`src/rtl/hazard_ctrl_if.sv`:
```
// Pipeline hazard control bundle: ID/EX/MEM hazard inputs, stage-register controls and
// performance counters.
interface hazard_ctrl_if #(
    parameter int unsigned CNT_W = 16
);
    logic [4:0]       id_rs;
    logic [4:0]       id_rt;
    logic             id_uses_rs;
    logic             id_uses_rt;
    logic             id_jump;
    logic             ex_mem_read;
    logic [4:0]       ex_rt;
    logic             ex_branch_taken;
    logic             mem_busy;
    logic             cnt_clr;
    logic             pc_write;
    logic [1:0]       if_id_option;
    logic [1:0]       id_ex_option;
    logic             ex_mem_hold;
    logic [1:0]       state;
    logic [CNT_W-1:0] stall_cnt;
    logic [CNT_W-1:0] flush_cnt;

    modport master (
        output id_rs, id_rt, id_uses_rs, id_uses_rt, id_jump, ex_mem_read, ex_rt,
               ex_branch_taken, mem_busy, cnt_clr,
        input  pc_write, if_id_option, id_ex_option, ex_mem_hold, state, stall_cnt, flush_cnt
    );

    modport slave (
        input  id_rs, id_rt, id_uses_rs, id_uses_rt, id_jump, ex_mem_read, ex_rt,
               ex_branch_taken, mem_busy, cnt_clr,
        output pc_write, if_id_option, id_ex_option, ex_mem_hold, state, stall_cnt, flush_cnt
    );
endinterface

```
`src/rtl/hazard_ctrl.sv`:
```
// Pipeline hazard controller: load-use stall, branch/jump flush, memory-wait freeze,
// with saturating stall/flush counters.
module hazard_ctrl #(
    parameter int unsigned CNT_W = 16
) (
    input logic          clk,
    input logic          reset,
    hazard_ctrl_if.slave bus
);
    typedef enum logic [1:0] {
        StRun     = 2'b00,
        StLuStall = 2'b01,
        StMemWait = 2'b10
    } state_e;

    localparam logic [1:0] OptUpdate = 2'b00;
    localparam logic [1:0] OptFlush  = 2'b01;
    localparam logic [1:0] OptHold   = 2'b10;
    localparam logic [CNT_W-1:0] CntOne = {{(CNT_W-1){1'b0}}, 1'b1};

    state_e           state_q, state_d;
    logic [CNT_W-1:0] stall_cnt_q, stall_cnt_d;
    logic [CNT_W-1:0] flush_cnt_q, flush_cnt_d;
    logic             lu, lu_en, stall_inc, flush_inc;
    logic             pc_write;
    logic [1:0]       if_id_option, id_ex_option;
    logic             ex_mem_hold;

    always_comb begin
        lu = bus.ex_mem_read && (bus.ex_rt != 5'd0) &&
             ((bus.id_uses_rs && (bus.ex_rt == bus.id_rs)) ||
              (bus.id_uses_rt && (bus.ex_rt == bus.id_rt)));
        // In LU_STALL the load has already moved to MEM, so the match is stale.
        lu_en = (state_q == StRun) || (state_q == StMemWait);

        pc_write     = 1'b1;
        if_id_option = OptUpdate;
        id_ex_option = OptUpdate;
        ex_mem_hold  = 1'b0;
        state_d      = StRun;
        stall_inc    = 1'b0;
        flush_inc    = 1'b0;

        if (bus.mem_busy) begin
            pc_write     = 1'b0;
            if_id_option = OptHold;
            id_ex_option = OptHold;
            ex_mem_hold  = 1'b1;
            state_d      = StMemWait;
            stall_inc    = 1'b1;
        end else if (bus.ex_branch_taken) begin
            if_id_option = OptFlush;
            id_ex_option = OptFlush;
            flush_inc    = 1'b1;
        end else if (lu && lu_en) begin
            pc_write     = 1'b0;
            if_id_option = OptHold;
            id_ex_option = OptFlush;
            state_d      = StLuStall;
            stall_inc    = 1'b1;
        end else if (bus.id_jump) begin
            if_id_option = OptFlush;
            flush_inc    = 1'b1;
        end

        // Encoding 11 is illegal; force a clean return to RUN.
        if (!(state_q inside {StRun, StLuStall, StMemWait})) begin
            state_d = StRun;
        end

        if (!reset) begin
            pc_write     = 1'b0;
            if_id_option = OptFlush;
            id_ex_option = OptFlush;
            ex_mem_hold  = 1'b0;
        end

        stall_cnt_d = stall_cnt_q;
        if (stall_inc && (stall_cnt_q != {CNT_W{1'b1}})) begin
            stall_cnt_d = stall_cnt_q + CntOne;
        end
        flush_cnt_d = flush_cnt_q;
        if (flush_inc && (flush_cnt_q != {CNT_W{1'b1}})) begin
            flush_cnt_d = flush_cnt_q + CntOne;
        end
        if (bus.cnt_clr) begin
            stall_cnt_d = '0;
            flush_cnt_d = '0;
        end
    end

    always_ff @(posedge clk) begin
        if (!reset) begin
            state_q     <= StRun;
            stall_cnt_q <= '0;
            flush_cnt_q <= '0;
        end else begin
            state_q     <= state_d;
            stall_cnt_q <= stall_cnt_d;
            flush_cnt_q <= flush_cnt_d;
        end
    end

    assign bus.pc_write     = pc_write;
    assign bus.if_id_option = if_id_option;
    assign bus.id_ex_option = id_ex_option;
    assign bus.ex_mem_hold  = ex_mem_hold;
    assign bus.state        = state_q;
    assign bus.stall_cnt    = stall_cnt_q;
    assign bus.flush_cnt    = flush_cnt_q;
endmodule
```
`src/flat_wrapper.sv`:
```
// flat-port wrapper written by rule: the top's interface ports become plain ports
module hazard_ctrl_flat 
#(
    parameter int unsigned CNT_W = 16
)
  (clk, reset, bus_id_rs, bus_id_rt, bus_id_uses_rs, bus_id_uses_rt, bus_id_jump, bus_ex_mem_read, bus_ex_rt, bus_ex_branch_taken, bus_mem_busy, bus_cnt_clr, bus_pc_write, bus_if_id_option, bus_id_ex_option, bus_ex_mem_hold, bus_state, bus_stall_cnt, bus_flush_cnt);
  hazard_ctrl_if #(.CNT_W(CNT_W)) bus_i ();
  input logic clk;
  input logic reset;
  input wire logic [$bits(bus_i.id_rs)-1:0] bus_id_rs;
  input wire logic [$bits(bus_i.id_rt)-1:0] bus_id_rt;
  input wire logic [$bits(bus_i.id_uses_rs)-1:0] bus_id_uses_rs;
  input wire logic [$bits(bus_i.id_uses_rt)-1:0] bus_id_uses_rt;
  input wire logic [$bits(bus_i.id_jump)-1:0] bus_id_jump;
  input wire logic [$bits(bus_i.ex_mem_read)-1:0] bus_ex_mem_read;
  input wire logic [$bits(bus_i.ex_rt)-1:0] bus_ex_rt;
  input wire logic [$bits(bus_i.ex_branch_taken)-1:0] bus_ex_branch_taken;
  input wire logic [$bits(bus_i.mem_busy)-1:0] bus_mem_busy;
  input wire logic [$bits(bus_i.cnt_clr)-1:0] bus_cnt_clr;
  output wire logic [$bits(bus_i.pc_write)-1:0] bus_pc_write;
  output wire logic [$bits(bus_i.if_id_option)-1:0] bus_if_id_option;
  output wire logic [$bits(bus_i.id_ex_option)-1:0] bus_id_ex_option;
  output wire logic [$bits(bus_i.ex_mem_hold)-1:0] bus_ex_mem_hold;
  output wire logic [$bits(bus_i.state)-1:0] bus_state;
  output wire logic [$bits(bus_i.stall_cnt)-1:0] bus_stall_cnt;
  output wire logic [$bits(bus_i.flush_cnt)-1:0] bus_flush_cnt;
  assign bus_i.id_rs = bus_id_rs;
  assign bus_i.id_rt = bus_id_rt;
  assign bus_i.id_uses_rs = bus_id_uses_rs;
  assign bus_i.id_uses_rt = bus_id_uses_rt;
  assign bus_i.id_jump = bus_id_jump;
  assign bus_i.ex_mem_read = bus_ex_mem_read;
  assign bus_i.ex_rt = bus_ex_rt;
  assign bus_i.ex_branch_taken = bus_ex_branch_taken;
  assign bus_i.mem_busy = bus_mem_busy;
  assign bus_i.cnt_clr = bus_cnt_clr;
  assign bus_pc_write = bus_i.pc_write;
  assign bus_if_id_option = bus_i.if_id_option;
  assign bus_id_ex_option = bus_i.id_ex_option;
  assign bus_ex_mem_hold = bus_i.ex_mem_hold;
  assign bus_state = bus_i.state;
  assign bus_stall_cnt = bus_i.stall_cnt;
  assign bus_flush_cnt = bus_i.flush_cnt;
  hazard_ctrl #(.CNT_W(CNT_W)) u_core (.clk(clk), .reset(reset), .bus(bus_i));
endmodule
```
`config.mk`:
```
export PLATFORM = sky130hd
export DESIGN_NAME = hazard_ctrl_flat
export DESIGN_NICKNAME = d
export VERILOG_FILES = /design/src/rtl/hazard_ctrl_if.sv /design/src/rtl/hazard_ctrl.sv /design/src/flat_wrapper.sv
export SDC_FILE = /design/constraint.sdc
export NUM_CORES = 1
export LEC_CHECK = 0
export ABC_AREA = 1
export CAP_MARGIN = 20
export CORE_UTILIZATION = 52
export DETAILED_ROUTE_END_ITERATION = 8
export PLACE_DENSITY_LB_ADDON = 0.12
export SLEW_MARGIN = 20
export SYNTH_ARGS = -nofsm -noshare
export SYNTH_HDL_FRONTEND = slang
export SYNTH_SLANG_ARGS = --single-unit
```
`constraint.sdc`:
```
create_clock -name clk -period 4.8 [get_ports clk]
set_input_delay 0.72 -clock clk [delete_from_list [all_inputs] [get_ports clk]]
set_output_delay 0.72 -clock clk [all_outputs]
set_load 0.02 [all_outputs]
```
---- Word-level counts from Yosys, hierarchy flattened ----
Index checks and enable logic that the tools add are counted.
storage, ports and cells
  logic and storage cells ................. 53
  bits in latches ......................... 0
  memories ................................ 0
  memory bits (writable) .................. 0
  input bits .............................. 24
  memory bits (read-only) ................. 0
  register bits after elaboration ......... 34
cells by class
  reductions and logical operators ........ 15
  multiply operators ...................... 0
  div/mod/pow operators ................... 0
  shift-type cells ........................ 0
  $add $sub $neg .......................... 2
  $lt $le $gt $ge ......................... 0
  bitwise operators ....................... 2
  multiplexer cells ....................... 24
  equality and inequality tests ........... 6
operators with widths
  kind                                           number
  adder 16 x 1 -> 16 bit, second input constant  2
  inequality test 16 bit, second input constant  2
  2-to-1 mux 2 bit                               9
  2-to-1 mux 1 bit                               15
  == test 5 bit                                  2
  logical AND 1 bit                              7
  nonzero test 5 bit                             1
  OR reduction 4 bit                             1
  nonzero test 3 bit                             1
  == test 2 x 1 -> 1 bit, second input constant  1
  == test 2 bit, second input constant           1
  logical NOT 2 bit                              1
  logical OR 1 bit                               2
  inverter 1 bit                                 2
  AND reduction 2 bit                            1
  OR reduction 2 bit                             1

---- Depth between registers and ports, before layout ----
  word-level depth ........................ 9
  gate-level depth with buffers ........... 13

---- Least setup slack after synthesis ----
No wires, ideal clock.
  path kind ............................... input port to output port
  start ................................... in bus_ex_rt[3]
  end ..................................... out bus_if_id_option[1]
  arrival time ............................ 1754 ps
  buffers on the path ..................... 1
  stages on the path ...................... 9
  required time ........................... 4080 ps
  setup slack ............................. 2326 ps
  cell sequence ........................... inv_1 -> nand2_1 -> nand2_1 -> nor2_1 -> nand3_1 -> nand2_2 -> nand3_4 -> buf_2 -> a21oi_1
on the way
  longest elaborated chain between the ends .. 9
  elaborated cells on any way between the ends .. 13
  classes of those cells .................. 2 x eq/ne; 4 x mux; 7 x reduce/logical
RTL lines
  element                                      line                                  source
  start: declaration                           flat_wrapper.sv:16                    input wire logic [$bits(bus_i.ex_rt)-1:0] bus_ex_rt;
  == test 5 bit, on equally long branches      hazard_ctrl.sv:31, hazard_ctrl.sv:32
  logical AND 1 bit, on equally long branches  hazard_ctrl.sv:31, hazard_ctrl.sv:32
  logical OR 1 bit                             hazard_ctrl.sv:31                     ((bus.id_uses_rs && (bus.ex_rt == bus.id_rs)) ||
  logical AND 1 bit (*)                        hazard_ctrl.sv:30                     lu = bus.ex_mem_read && (bus.ex_rt != 5'd0) &&
  logical AND 1 bit (*)                        hazard_ctrl.sv:55                     end else if (lu && lu_en) begin
  2-to-1 mux 2 bit (*)                         hazard_ctrl.sv:55
  2-to-1 mux 2 bit (*)                         hazard_ctrl.sv:51                     end else if (bus.ex_branch_taken) begin
  2-to-1 mux 2 bit (*)                         hazard_ctrl.sv:44                     if (bus.mem_busy) begin
  2-to-1 mux 2 bit (*)                         hazard_ctrl.sv:71                     if (!reset) begin
  end: declaration                             flat_wrapper.sv:21                    output wire logic [$bits(bus_i.if_id_option)-1:0] bus_if_id_option;
Mark *: on every way between the ends. The rest lies on a longest branch, timed or not.

---- Worst setup path after layout ----
  start ................................... in bus_mem_busy
  end ..................................... out bus_pc_write
on the way
  longest elaborated chain between the ends .. 2
RTL lines
  element             line                source
  start: declaration  flat_wrapper.sv:18  input wire logic [$bits(bus_i.mem_busy)-1:0] bus_mem_busy;
  2-to-1 mux 1 bit    hazard_ctrl.sv:44
  2-to-1 mux 1 bit    hazard_ctrl.sv:71
  end: declaration    flat_wrapper.sv:20  output wire logic [$bits(bus_i.pc_write)-1:0] bus_pc_write;
No other way between the ends.

==> impl_metrics.tcl <==
set metrics [dict create \
    status "completed" \
    path_buf_inv 3 \
    clkSinkCount 34 \
    yosysMostFrequentCell "nand2_1" \
    synth_edf_count 0 \
    synth_area_um2 2330 \
    synth_area_per_cell_um2 6.05 \
    comb_power_share_pct 14.2 \
    nets 469 \
    core_region_area_um2 4320 \
    setup-violations-final 0 \
    cts_setup_buffers 0 \
    cp.arrival_ps 2880 \
    ctsHtreeMaxLevel 2 \
    yosys.area.top_type_share_pct 29.2 \
    netlist-cell-type-count 30 \
    vias_per_cell 5.19 \
    crit_fanout 29 \
    drive_gt1_share_pct 4.95 \
    maxCapViolations 0 \
    die-area_um2 4760 \
    worst_pin_slew_ps 855 \
    required_ps 4080 \
    ant_nets 0 \
    cp-start-kind "input pin" \
    crit_slowest_cell "inv_1" \
    place.gp.congestion 0.863 \
    grtUsageTotal_pct 24.7 \
    ys_seq_area_share_pct 29.2 \
    synthesis.instances 386 \
    synthTopCellsByArea "dfxtp_1 29%, nand2_1 19%, nor2_1 9.6%" \
    p_int_mw 0.437 \
    cts-root-buf "clkbuf_8" \
    critPathTopFamily "buffers and inverters" \
    swShare_pct 26.1 \
    hold_viol 0 \
    tritoncts "yes" \
    p_leak_nw 1.26 \
    drc 0 \
    fmax_mhz 278 \
    seq_power_share_pct 48.5 \
    hp-class "flop to flop" \
    syn_nets 412 \
    grt_pass1_wl_mm 9.66 \
    clk_latency_ps 290 \
    grt-ovfl-total 0 \
    dp_hpwl_mm 4.29 \
    diodes 0 \
    boundaryPins 64 \
    power_mw 0.591 \
    drt_iter0_markers 129 \
    end_kind "output pin" \
    cts_made_buffers 5 \
    max_stage_delay_ps 650 \
    setup_tns_ps 0 \
    async_reset_ff_share_pct 0 \
    port_buffers 63 \
    std_cell_rows 24 \
    syn_to_final_growth_pct 30.8 \
    cts_resized 0 \
    fin_crit_sh_pct 74.9 \
    p_switching_mw 0.154 \
    routed_wl_mm 5.88 \
    path_cells "clkdlybuf4s50_1 > inv_1 > nand2_4 > nor2_1 > clkdlybuf4s50_1" \
    slew_headroom_pct 42.9 \
    path_class "input pin to output pin" \
    yosys_warnings 0 \
    cts_buffer_depth 2 \
    power_density_nw_per_um2 194 \
    rsz0062_at_grt "false" \
    die_width_um 69.0 \
    synth_flop_cell "dfxtp_1" \
    grt_pass1_vias 2261 \
    drt_pass1_iterations 6 \
    synth_common_cells "116 x nand2_1, 60 x nor2_1, 49 x inv_1" \
    grt_max_degree 30 \
    path_common_cell "clkdlybuf4s50_1" \
    clk_pin_slew_worst_paths_ps 70 \
    period_minus_slack_ps 3600 \
    final-max-slew-violation-count 0 \
    fin_area_um2 3050 \
    placed_area_um2 2960 \
    postCtsHoldBufs 0 \
    finClkSkew_ps 4.54 \
    initial_utilization_pct 54.0 \
    wl_per_cell_um 11.9 \
    max-vdd-ir-drop_v 0.000151 \
    clockPowerShare_pct 37.3 \
    netlist.top_cell.by_area "dfxtp_1" \
    vias 2572 \
    ys_ff_latch 34 \
    die_h_um 69.0 \
    antenna_found_initial 0 \
]
registers in the layout, summed over array words and instances, names as in the netlist:
name,count
u_core.bus.state,2
u_core.bus.flush_cnt,16
u_core.bus.stall_cnt,16
cell type report:
cell class / instances / area, um^2
clock buffers: 7 / 86.3
clock inverters: 1 / 5.00
fillers: 423 / 1270
inverters: 52 / 195
multi-input cells: 287 / 1390
flip-flops and latches: 34 / 681
well taps: 52 / 65.1
repair buffers: 63 / 631
placed cells by master, fill, tap and decap left out, drive strengths merged:
cell and count:
nand2 119, clkdlybuf4s50 63, nor2 63, inv 51, dfxtp 34, nand4 32
nand3 26, a21oi 15, nor3 12, xor2 10, clkbuf 7, or2 2
xnor2 2, ha 2, clkinv 2, nand3b 1, a31oi 1, o21ai 1
nor4 1
cell families (layout without fill, tap and decap cells):
| family | count (synthesis) | after routing | share of synthesized area, % |
|---|---|---|---|
| AOI/OAI and AO/OA | 17 | 17 | 3.70 |
| xor gates and xnor gates | 12 | 12 | 4.50 |
| adders and majority gates | 2 | 2 | 1.07 |
| buffers and inverters | 65 | 123 | 11.3 |
| DFF | 34 | 34 | 29.2 |
| and+or+nand+nor | 256 | 256 | 50.3 |
path summary, 6_finish.rpt:
kind         depth (start not counted)                                   from                                     to  slack, ps
max                                  5                           bus_mem_busy                           bus_pc_write       1200
min                                  2  u_core.bus.stall_cnt[14]$_SDFFE_PP0P_  u_core.bus.stall_cnt[14]$_SDFFE_PP0P_        510
max reg2reg                          9   u_core.bus.stall_cnt[0]$_SDFFE_PP0P_   u_core.bus.stall_cnt[0]$_SDFFE_PP0P_       2780
min reg2reg                          2  u_core.bus.stall_cnt[14]$_SDFFE_PP0P_  u_core.bus.stall_cnt[14]$_SDFFE_PP0P_        510
worst reg2reg max path: cells and delay by family, from the launching register on:
kind / cells / cell delay [ps]
buf+inv: 1 / 130
fa+ha+maj: 1 / 250
flops: 1 / 400
simple gates: 7 / 1210
metrics by stage:
step           worst slack, ps  hold WS [ps]  instances  util (%)
3_3_place_gp              1230           488        488      68.5
3_5_place_dp              1210           492        488      68.5
4_1_cts                   1200           505        496      70.6
6_report                  1200           505        496      70.6
2_1_floorplan             2330           559        386         -
5_1_grt                    996           515        496      70.6
layer usage:
metal	track usage, %	wire (um)
met5	0	0
met4	9.75	123
met3	4.53	335
met2	45.4	2950
met1	27.7	2470
power by group through the flow:
stage / clock network, mW / registers, mW / logic, mW
floorplan: 0 / 0.296 / 0.0438
global placement: 0 / 0.293 / 0.0826
detailed placement: 0 / 0.293 / 0.0842
CTS: 0.229 / 0.286 / 0.0844
global route: 0.238 / 0.287 / 0.0922
finish: 0.221 / 0.287 / 0.0840
No activity file was read; power rests on OpenSTA's default activity.
